<file path="src/rtl/spi_master_cfg.sv">
// Configurable SPI master: per-transfer mode, bit order, chip select and SCLK divider,
// all latched when a start is accepted.
module spi_master_cfg #(
    parameter int DATA_W = 16,
    parameter int NUM_CS = 4,
    parameter int DIV_W  = 8,
    localparam int CS_W  = (NUM_CS > 1) ? $clog2(NUM_CS) : 1
) (
    input  logic              clk,
    input  logic              reset,
    input  logic              start,
    input  logic [DATA_W-1:0] tx_data,
    input  logic [CS_W-1:0]   cs_sel,
    input  logic              cpol,
    input  logic              cpha,
    input  logic              lsb_first,
    input  logic [DIV_W-1:0]  clk_div,
    input  logic              spi_miso,
    output logic              spi_sclk,
    output logic              spi_mosi,
    output logic [NUM_CS-1:0] spi_cs_l,
    output logic              busy,
    output logic              done,
    output logic [DATA_W-1:0] rx_data
);

    localparam logic [1:0] IDLE  = 2'd0;
    localparam logic [1:0] LEAD  = 2'd1;
    localparam logic [1:0] XFER  = 2'd2;
    localparam logic [1:0] TRAIL = 2'd3;

    localparam int EC_W = $clog2(2 * DATA_W) + 1;
    localparam logic [CS_W:0]   NUM_CS_V  = (CS_W + 1)'(NUM_CS);
    localparam logic [EC_W-1:0] LAST_EDGE = EC_W'(2 * DATA_W - 1);

    logic [1:0]        state;
    logic [DIV_W-1:0]  cnt;
    logic [DIV_W-1:0]  div_q;
    logic [EC_W-1:0]   edge_cnt;
    logic [DATA_W-1:0] tx_sh;
    logic [DATA_W-1:0] rx_sh;
    logic              cpol_q;
    logic              cpha_q;
    logic              lsb_q;
    logic [NUM_CS-1:0] cs_dec;
    logic              sel_ok;
    logic              leading;
    logic              last_edge;
    logic              shift_edge;
    logic              sample_edge;

    function automatic logic first_bit(input logic [DATA_W-1:0] w, input logic lsb);
        return lsb ? w[0] : w[DATA_W-1];
    endfunction

    function automatic logic [DATA_W-1:0] shift_word(input logic [DATA_W-1:0] w, input logic lsb);
        return lsb ? (w >> 1) : (w << 1);
    endfunction

    always_comb begin
        cs_dec = '1;
        for (int unsigned i = 0; i < NUM_CS; i++) begin
            if (cs_sel == CS_W'(i)) cs_dec[i] = 1'b0;
        end
    end

    assign sel_ok    = ({1'b0, cs_sel} < NUM_CS_V);
    assign busy      = (state != IDLE);
    assign leading   = ~edge_cnt[0];
    assign last_edge = (edge_cnt == LAST_EDGE);
    // cpha=0 keeps the final bit on MOSI after the last trailing edge instead of shifting
    assign shift_edge  = cpha_q ? leading : (~leading & ~last_edge);
    assign sample_edge = cpha_q ? ~leading : leading;

    always_ff @(posedge clk or posedge reset) begin
        if (reset) begin
            state    <= IDLE;
            cnt      <= '0;
            div_q    <= '0;
            edge_cnt <= '0;
            tx_sh    <= '0;
            rx_sh    <= '0;
            rx_data  <= '0;
            cpol_q   <= 1'b0;
            cpha_q   <= 1'b0;
            lsb_q    <= 1'b0;
            spi_sclk <= 1'b0;
            spi_mosi <= 1'b0;
            spi_cs_l <= '1;
            done     <= 1'b0;
        end else begin
            done <= 1'b0;
            case (state)
                IDLE: begin
                    if (start && sel_ok) begin
                        state    <= LEAD;
                        cnt      <= clk_div;
                        div_q    <= clk_div;
                        cpol_q   <= cpol;
                        cpha_q   <= cpha;
                        lsb_q    <= lsb_first;
                        edge_cnt <= '0;
                        rx_sh    <= '0;
                        spi_sclk <= cpol;
                        spi_cs_l <= cs_dec;
                        if (!cpha) begin
                            spi_mosi <= first_bit(tx_data, lsb_first);
                            tx_sh    <= shift_word(tx_data, lsb_first);
                        end else begin
                            tx_sh    <= tx_data;
                        end
                    end
                end
                LEAD: begin
                    if (cnt == '0) begin
                        cnt   <= div_q;
                        state <= XFER;
                    end else begin
                        cnt <= cnt - 1'b1;
                    end
                end
                XFER: begin
                    if (cnt == '0) begin
                        cnt      <= div_q;
                        spi_sclk <= ~spi_sclk;
                        edge_cnt <= edge_cnt + 1'b1;
                        if (shift_edge) begin
                            spi_mosi <= first_bit(tx_sh, lsb_q);
                            tx_sh    <= shift_word(tx_sh, lsb_q);
                        end
                        if (sample_edge) begin
                            rx_sh <= lsb_q ? {spi_miso, rx_sh[DATA_W-1:1]}
                                           : {rx_sh[DATA_W-2:0], spi_miso};
                        end
                        if (last_edge) state <= TRAIL;
                    end else begin
                        cnt <= cnt - 1'b1;
                    end
                end
                TRAIL: begin
                    if (cnt == '0) begin
                        state    <= IDLE;
                        spi_cs_l <= '1;
                        done     <= 1'b1;
                        rx_data  <= rx_sh;
                    end else begin
                        cnt <= cnt - 1'b1;
                    end
                end
                default: begin
                    state    <= IDLE;
                    spi_cs_l <= '1;
                    spi_sclk <= cpol_q;
                end
            endcase
        end
    end

endmodule
</file>
<file path="config.mk">
export PLATFORM = sky130hd
export DESIGN_NAME = spi_master_cfg
export DESIGN_NICKNAME = d
export VERILOG_FILES = /design/src/rtl/spi_master_cfg.sv
export SDC_FILE = /design/constraint.sdc
export NUM_CORES = 1
export LEC_CHECK = 0
export ABC_AREA = 1
export CAP_MARGIN = 20
export CORE_MARGIN = 8
export CORE_UTILIZATION = 30
export CTS_CLUSTER_DIAMETER = 100
export CTS_CLUSTER_SIZE = 30
export DETAILED_ROUTE_END_ITERATION = 7
export DONT_BUFFER_PORTS = 1
export GPL_TIMING_DRIVEN = 0
export PLACE_DENSITY_LB_ADDON = 0.15
export SLEW_MARGIN = 20
export SYNTH_ARGS = -nofsm -noshare
export SYNTH_HDL_FRONTEND = slang
export SYNTH_SLANG_ARGS = --single-unit
</file>
<file path="constraint.sdc">
create_clock -name clk -period 3.51 [get_ports clk]
set_input_delay 0.702 -clock clk [delete_from_list [all_inputs] [get_ports clk]]
set_output_delay 0.702 -clock clk [all_outputs]
set_load 0.05 [all_outputs]
</file>
==> results.json, run 1 <==
{
  "finalCritPeriodShare_pct": 61.7,
  "ys_seq_area_share_pct": 45.3,
  "critPathBufInv": 4,
  "grt_use_met1_pct": 15.1,
  "async_flop_share_pct": 100,
  "crit_cells": 10,
  "relSlewSlack_pct": 60.1,
  "cp.required_ps": 3740,
  "cp_top_family": "buffers and inverters",
  "cts.htree.levels": 3,
  "avgRoutedWirePerCell_um": 15.0,
  "die_width_um": 138,
  "cellPowerDensity_nw_per_um2": 866,
  "slowest_delay_ps": 400,
  "grt_max_degree": 46,
  "synthFlopType": "dfrtp_1",
  "arrival_ps": 2400,
  "cpMaxStageDelayCell": "dfrtp_1",
  "drt-total-wl_um": 12100,
  "first_pass_iters": 5,
  "design_area_um2": 5060,
  "setup_violations": 0,
  "power_w": 0.00438,
  "finish.utilization_pct": 34.7,
  "grt_pass1_wl_um": 20000,
  "netlist.area_leader.share_pct": 42.9,
  "synthDistinctLibCells": 31,
  "crit_chain": "inv_1 > ha_1 > inv_2 > nor2_2 > nor2_8 > nand2_2 > buf_2 > buf_6 > o21ai_1 > nand2_1",
  "critPathLaunchType": "register",
  "initial_core_util_pct": 30.8,
  "synth_area_leaders": "dfrtp_1 (43%), nand2_1 (18%), o21ai_0 (6.6%)",
  "coreArea_um2": 14600,
  "hold_class": "in2async",
  "drive_gt1_share_pct": 7.99,
  "cts_buffers": 9,
  "crit_path_end_kind": "register",
  "clock_skew_ps": 6.09,
  "ys_top_cells_by_count": "nand2_1 (213), dfrtp_1 (77), inv_1 (67)",
  "antenna_found_initial": 0,
  "hold_viol": 0,
  "numPortBuffers": 0,
  "grt-ovfl-total": 0,
  "cts_setup_buffers": 0,
  "placed_area_um2": 4750,
  "syn_inst": 609,
  "synth_most_common_cell": "nand2_1",
  "finalCriticalPeriod_ps": 2170,
  "synth.largest_area_cell": "dfrtp_1",
  "ir_drop_v": 0.000337,
  "cts_tree": "yes",
  "vias": 3926,
  "grt-busiest-layer": "met2",
  "antenna_left": 0,
  "cts-root-buf": "clkbuf_16",
  "p_leak_nw": 2.45,
  "die_h_um": 138,
  "postSynthAreaPerCell_um2": 7.37,
  "rsz0062_at_grt": "no",
  "ctsResizeCount": 0,
  "path_class": "reg2reg",
  "synth_area_um2": 4490,
  "fmax_mhz": 461,
  "tightest_slew_ps": 598,
  "synth_edf_count": 0,
  "ctsHoldBuffers": 0,
  "drtIter0Drc": 256,
  "dieArea_um2": 19100,
  "row_count": 44,
  "finalHoldWorstSlack_ps": 261,
  "clkTransAtPathRegs_ps": 60,
  "gr-usage-met2_pct": 21.6,
  "crit_fanout": 10,
  "fin_nets": 661,
  "reg2regPathDepth": 10,
  "finalMaxSlewViolations": 0,
  "viasPerCell": 4.85,
  "clk_latency_ps": 350,
  "drt_drc_violations_left": 0,
  "syn-num-nets": 649,
  "ys_warn_count": 0,
  "outcome": "complete, no violations",
  "ys_ff_latch": 81,
  "gp_congestion": 0.814,
  "track_usage_pct": 12.7,
  "area_delta_synth_final_pct": 12.7,
  "clk_path_buf_depth": 2,
  "grtUsageMet3_pct": 3.08,
  "grt_pass1_vias": 3921,
  "io_pins": 57,
  "drv_cap": 0,
  "clock-sinks": 81,
  "diodes": 0,
  "dpl.hpwl_um": 8910
}
path summary, 6_finish.rpt:
kind	from	end	slack, ps
setup / recovery	state[0]	tx_sh[7]	1340
setup reg to reg	state[0]	tx_sh[7]	1340
max in group asynchronous	reset	tx_sh[7]	2650
hold reg to reg	div_q[2]	div_q[2]	480
hold / removal	reset	done	260
min in group clk	div_q[2]	div_q[2]	480
cells in the final DEF, fill, tap and decap left out, types with 7 or more instances in the layout:
cell | synthesis | final
nand2_1 | 213 | 213
dfrtp_1 | 77 | 77
inv_1 | 67 | 66
o21ai_0 | 59 | 59
nand3_1 | 30 | 30
o21ai_1 | 27 | 27
nor2_1 | 20 | 20
o22ai_1 | 17 | 17
clkbuf_1 | 16 | 16
a22oi_1 | 14 | 14
a21oi_1 | 13 | 13
buf_2 | 9 | 9
clkbuf_16 | 0 | 9
ha_1 | 7 | 7
routing by layer:
metal / routed length, µm / part of all wire (%)
met2: 5920 / 49
met4: 248 / 2.0
met3: 456 / 3.8
met5: 0 / 0
met1: 5500 / 45
cell type report:
class	instances	area [µm²]
fill	1517	9530
multi-input combinational	428	2060
sequential	81	2030
inverter	72	273
clock buffer	10	239
tap	184	230
buffer	28	128
clock inverter	6	72.6
timing repair buffer	1	27.5
registers in the layout (all words and copies together) (netlist names), 2 cells and up:
register	count
cnt	8
div_q	8
edge_cnt	6
rx_data	16
rx_sh	16
spi_cs_l	4
state	2
tx_sh	16
power breakdown:
group / total, W / switching (W) / internal [W]
registers: 0.00157 / 0.000345 / 0.00123
logic: 0.00182 / 0.00125 / 0.000575
clock network: 0.000991 / 0.000413 / 0.000578
logic make-up (layout without fill, tap and decap cells):
family | after synthesis | in the layout | synth area share (%)
AO/OA/AOI/OAI | 135 | 135 | 16.6
XOR/XNOR | 6 | 6 | 1.17
adder cells (fa/ha/maj) | 7 | 7 | 1.95
buffers and inverters | 100 | 117 | 8.87
flip-flops | 81 | 81 | 45.3
AND/OR/NAND/NOR | 280 | 280 | 26.1
metrics by stage:
stage,worst slack (ps),TNS [ps],std cells
floorplan,735,0,609
global placement,-352,-26690,793
detailed placement,1330,0,794
CTS,1320,0,810
global route,1160,0,810
finish,1340,0,810
Note: power is estimated with default switching activity, not from simulation.
==> run 2: changes to the inputs <==
- clock period: 3.51 -> 1.8 ns (I/O delays scaled with it)
==> results.json, run 2 (synthesized netlist as in run 1, its figures left out) <==
{
  "cts_buffers": 9,
  "r2r_setup_slack_ps": 90,
  "drtIter0Drc": 204,
  "reg2reg_from": "cnt[1]",
  "tightest_slew_ps": 589,
  "drive_gt1_share_pct": 13.4,
  "power_w": 0.00907,
  "viasPerCell": 4.90,
  "dieArea_um2": 19100,
  "finalMaxSlewViolations": 0,
  "grt_pass1_vias": 3985,
  "grt_pass1_wl_um": 20700,
  "clock_skew_ps": 6.73,
  "io_pins": 57,
  "clk_latency_ps": 340,
  "gp_congestion": 0.790,
  "track_usage_pct": 13.2,
  "crit_fanout": 10,
  "mostFrequentLayoutCells": "nand2_1 (211), dfrtp_1 (75), inv_1 (61)",
  "initial_core_util_pct": 30.8,
  "arrival_ps": 1940,
  "coreArea_um2": 14600,
  "rsz0062_at_grt": "yes",
  "cp.required_ps": 2030,
  "relSlewSlack_pct": 60.7,
  "die_h_um": 138,
  "critPathLaunchType": "register",
  "reg2regPathDepth": 11,
  "antenna_found_initial": 0,
  "cts.htree.levels": 3,
  "grt_max_degree": 31,
  "hold_start": "clk_div[1]",
  "finalCriticalPeriod_ps": 1710,
  "outcome": "complete, no violations",
  "top_regs": "rx_data x16, rx_sh x16, tx_sh x16",
  "numPortBuffers": 0,
  "path_class": "reg2reg",
  "final_common_cell": "nand2_1",
  "row_count": 44,
  "dpl.hpwl_um": 9120,
  "die_width_um": 138,
  "finalCritPeriodShare_pct": 95.2,
  "clkTransAtPathRegs_ps": 60,
  "cellPowerDensity_nw_per_um2": 1720,
  "area_delta_synth_final_pct": 17.4,
  "avgRoutedWirePerCell_um": 15.2,
  "diodes": 0,
  "drt-total-wl_um": 12400,
  "fmax_mhz": 584,
  "fin_nets": 670,
  "grt-ovfl-total": 0,
  "p_leak_nw": 2.53,
  "cts-root-buf": "clkbuf_16",
  "hold_viol": 0,
  "setup_tns_ps": 0,
  "setup_violations": 0,
  "hold_end": "div_q[1]",
  "first_pass_iters": 6,
  "clk_path_buf_depth": 2,
  "clock-sinks": 81,
  "drv_cap": 0,
  "ir_drop_v": 0.000645,
  "fillers": 1537,
  "cts_tree": "yes",
  "hold_class": "in2reg",
  "antenna_left": 0,
  "drt_drc_violations_left": 0,
  "vias": 4010,
  "holdPathStages": 2,
  "r2r-end": "tx_sh[5]",
  "crit_path_end_kind": "register"
}
## run 2: cell count changes in the layout (fill, tap and decap cells not counted), moves of 4 or more
cell,delta
clkbuf_1,-13
buf_4,+8
clkbuf_2,+8
inv_1,-5
buf_2,-4
## run 2: repair_timing
action | in CTS | in global routing
setup buffers | 5 | 2
hold buffers | 1 | 0
endpoints found under the hold margin | 25 | 0
pin swaps | 4 | 6
gates cloned | 1 | 0
setup endpoints to repair | 70 | 71
resized for setup | 25 | 38
## run 2: metrics by stage
stage	hold slack, ps	worst slack, ps	cells	util, %	cell area [µm²]
CTS	176	4.61	816	35.5	5180
finish	189	86.2	818	36.1	5270
global placement	471	-264	793	32.4	4720
floorplan	453	37.2	609	-	4490
detailed placement	333	-354	795	32.7	4760
global route	202	-35.3	818	36.1	5270
## run 2: final cells by class
| class | instances | area, µm² | share of cell area, % |
|---|---|---|---|
| timing repair buffer | 10 | 103 | 1.95 |
| tap | 184 | 230 | 4.37 |
| buffer | 27 | 181 | 3.44 |
| multi-input combinational | 428 | 2140 | 40.6 |
| sequential | 81 | 2030 | 38.6 |
| clock inverter | 6 | 67.6 | 1.28 |
| clock buffer | 9 | 225 | 4.27 |
| inverter | 72 | 284 | 5.39 |
| timing repair inverter | 1 | 6.26 | 0.119 |
## run 2: power by group
group	leakage, nW	internal [W]	switching, W	total, W
logic	1.34	0.00150	0.00264	0.00414
registers	1.06	0.00239	0.000686	0.00308
clock network	0.138	0.00107	0.000778	0.00185
total	2.53	0.00497	0.00410	0.00907
## run 2: worst max-delay path, cell delays in order (launching register included)
cell,delay (ps)
dfrtp_1,390
inv_2,100
ha_4,150
nand3_4,80
nor2_8,140
nor2_4,80
nor2_8,130
nand2_4,80
buf_8,140
buf_8,140
o21ai_2,110
nand2_1,60
## run 2: layer usage
| metal | global-route usage (%) | vias up | share of wire, % |
|---|---|---|---|
| li1 | - | 2009 | - |
| met1 | 15.6 | 1915 | 44 |
| met2 | 22.1 | 68 | 49 |
| met3 | 3.29 | 18 | 4.3 |
| met4 | 6.29 | 0 | 2.2 |
| met5 | 0 | - | 0 |
## run 2: worst max-delay path by stage
stage	startpoint	end	slack (ps)
3_3_place_gp	state[0]	tx_sh[2]	-260
6_report	cnt[1]	tx_sh[5]	90
2_1_floorplan	state[0]	spi_sclk	40
3_5_place_dp	state[0]	tx_sh[2]	-350
5_1_grt	cnt[3]	cnt[3]	-40
4_1_cts	cnt[1]	tx_sh[5]	5
==> run 3: changes to the inputs <==
- CAP_MARGIN: 20 -> default
- SLEW_MARGIN: 20 -> default
==> results.json, run 3 (synthesized netlist as in run 1, its figures left out) <==
{
  "outcome": "complete, no violations",
  "drt_drc_violations_left": 0,
  "coreArea_um2": 14600,
  "fin_nets": 678,
  "cts_buffers": 9,
  "pre_cts_ws_ps": -332,
  "cellPowerDensity_nw_per_um2": 1760,
  "track_usage_pct": 13.4,
  "top_regs": "rx_data x16, rx_sh x16, tx_sh x16",
  "power.clock.fraction_pct": 22.5,
  "fmax_mhz": 585,
  "crit_chain": "inv_2 > ha_4 > nand3_4 > nor2_8 > nor2_4 > nor2_8 > nand2_4 > nor2_4 > buf_4 > nand2_1 > o21ai_1",
  "relSlewSlack_pct": 59.9,
  "rsz0062_at_grt": "yes",
  "clk_latency_ps": 340,
  "cp.required_ps": 2070,
  "p_leak_nw": 2.59,
  "cts-root-buf": "clkbuf_16",
  "first_pass_iters": 4,
  "slowest_delay_ps": 390,
  "clock-sinks": 81,
  "crit_fanout": 7,
  "dpl.hpwl_um": 9120,
  "drv_cap": 0,
  "setup_ws_ps": 92.1,
  "mostFrequentLayoutCells": "nand2_1 (211), dfrtp_1 (76), inv_1 (62)",
  "die_h_um": 138,
  "die_width_um": 138,
  "critPathBufInv": 2,
  "ir_drop_v": 0.000556,
  "initial_core_util_pct": 30.8,
  "vias": 4026,
  "setup_violations": 0,
  "finish.utilization_pct": 36.7,
  "numPortBuffers": 0,
  "comb_power_share_pct": 45.1,
  "drive_gt1_share_pct": 13.9,
  "internal_power_w": 0.00533,
  "cp_top_family": "simple AND/OR/NAND/NOR gates",
  "drtIter0Drc": 211,
  "critPathLaunchType": "register",
  "dieArea_um2": 19100,
  "avgRoutedWirePerCell_um": 15.3,
  "viasPerCell": 4.87,
  "gp_congestion": 0.790,
  "hold_class": "in2reg",
  "final_common_cell": "nand2_1",
  "arrival_ps": 1970,
  "grt_max_degree": 36,
  "tightest_slew_ps": 602,
  "sw_frac_of_total_pct": 43.6,
  "clkTransAtPathRegs_ps": 60,
  "finalMaxSlewViolations": 0,
  "finalCriticalPeriod_ps": 1710,
  "cts_tree": "yes",
  "setup_tns_ps": 0,
  "path_class": "reg2reg",
  "diodes": 0,
  "antenna_found_initial": 0,
  "crit_path_end_kind": "register",
  "cts.htree.levels": 3,
  "row_count": 44,
  "cpMaxStageDelayCell": "dfrtp_1",
  "p_sw_w": 0.00412,
  "hold_viol": 0,
  "io_pins": 57,
  "antenna_left": 0,
  "drt-total-wl_um": 12600,
  "seqPwrFrac_pct": 32.4,
  "finalCritPeriodShare_pct": 94.9,
  "clock_skew_ps": 4.52,
  "power_w": 0.00945,
  "grt-ovfl-total": 0,
  "clk_path_buf_depth": 2,
  "grt_pass1_vias": 4019,
  "area_delta_synth_final_pct": 19.5,
  "grt_pass1_wl_um": 21000
}
run 3: cell count changes in the layout (fill, tap and decap cells not counted), moves of 2 or more:
cell and delta:
buf_6 +2, clkbuf_4 +2, bufinv_16 +2, o21ai_2 -3, buf_4 +7, o21ai_1 +4, buf_8 -2
run 3: layout make-up:
class                           instances  area (µm²)
Multi-Input combinational cell        428        2130
Sequential cell                        81        2030
Buffer                                 28         184
Tap cell                              184         230
Timing Repair inverter                  1        6.26
Inverter                               72         287
Timing Repair Buffer                   17         155
Clock buffer                            9         225
Fill cell                            1525        9230
Clock inverter                          6         115
run 3: routing by layer:
metal	vias up	GRT usage (%)	part of all wire, %
li1	2023	-	-
met1	1903	15.9	44
met2	79	22.3	49
met3	21	3.18	4.5
met4	0	6.06	2.4
met5	-	0	0
run 3: power groups by stage:
stage,Clock (W),Combinational (W),Sequential [W]
after global placement,0,0.00355,0.00308
after detailed placement,0,0.00360,0.00309
final,0.00213,0.00426,0.00306
after CTS,0.00219,0.00400,0.00306
after floorplan,0,0.00277,0.00296
after global routing,0.00228,0.00476,0.00312
run 3: repair_timing:
item	4_1_cts	5_1_grt
hold buffers	1	0
setup endpoints to repair	70	55
endpoints found under the hold margin	17	0
setup buffers	7	5
gates cloned	1	2
pin swaps	2	4
resized for setup	29	33
run 3: stage by stage:
stage	std cells	hold slack, ps	instance area, µm²
finish	826	197	5360
global route	826	201	5360
CTS	819	180	5260
detailed placement	795	322	4760
global placement	793	471	4720
floorplan	609	453	4490
run 3: worst paths after layout:
check / from / endpoint / slack (ps) / depth (start not counted)
max: cnt[0] / rx_sh[4] / 90 / 11
min: clk_div[1] / div_q[1] / 200 / 2
max reg2reg: cnt[0] / rx_sh[4] / 90 / 11
min reg2reg: div_q[2] / div_q[2] / 490 / 2
max in group asynchronous: reset / cnt[5] / 680 / 3
min in group asynchronous: reset / rx_sh[0] / 550 / 2
run 3: worst register-to-register path: stages (launching register included):
cell and delay (ps):
dfrtp_1 390, inv_2 100, ha_4 150, nand3_4 90
nor2_8 140, nor2_4 70, nor2_8 100, nand2_4 70
nor2_4 230, buf_4 190, nand2_1 50, o21ai_1 60
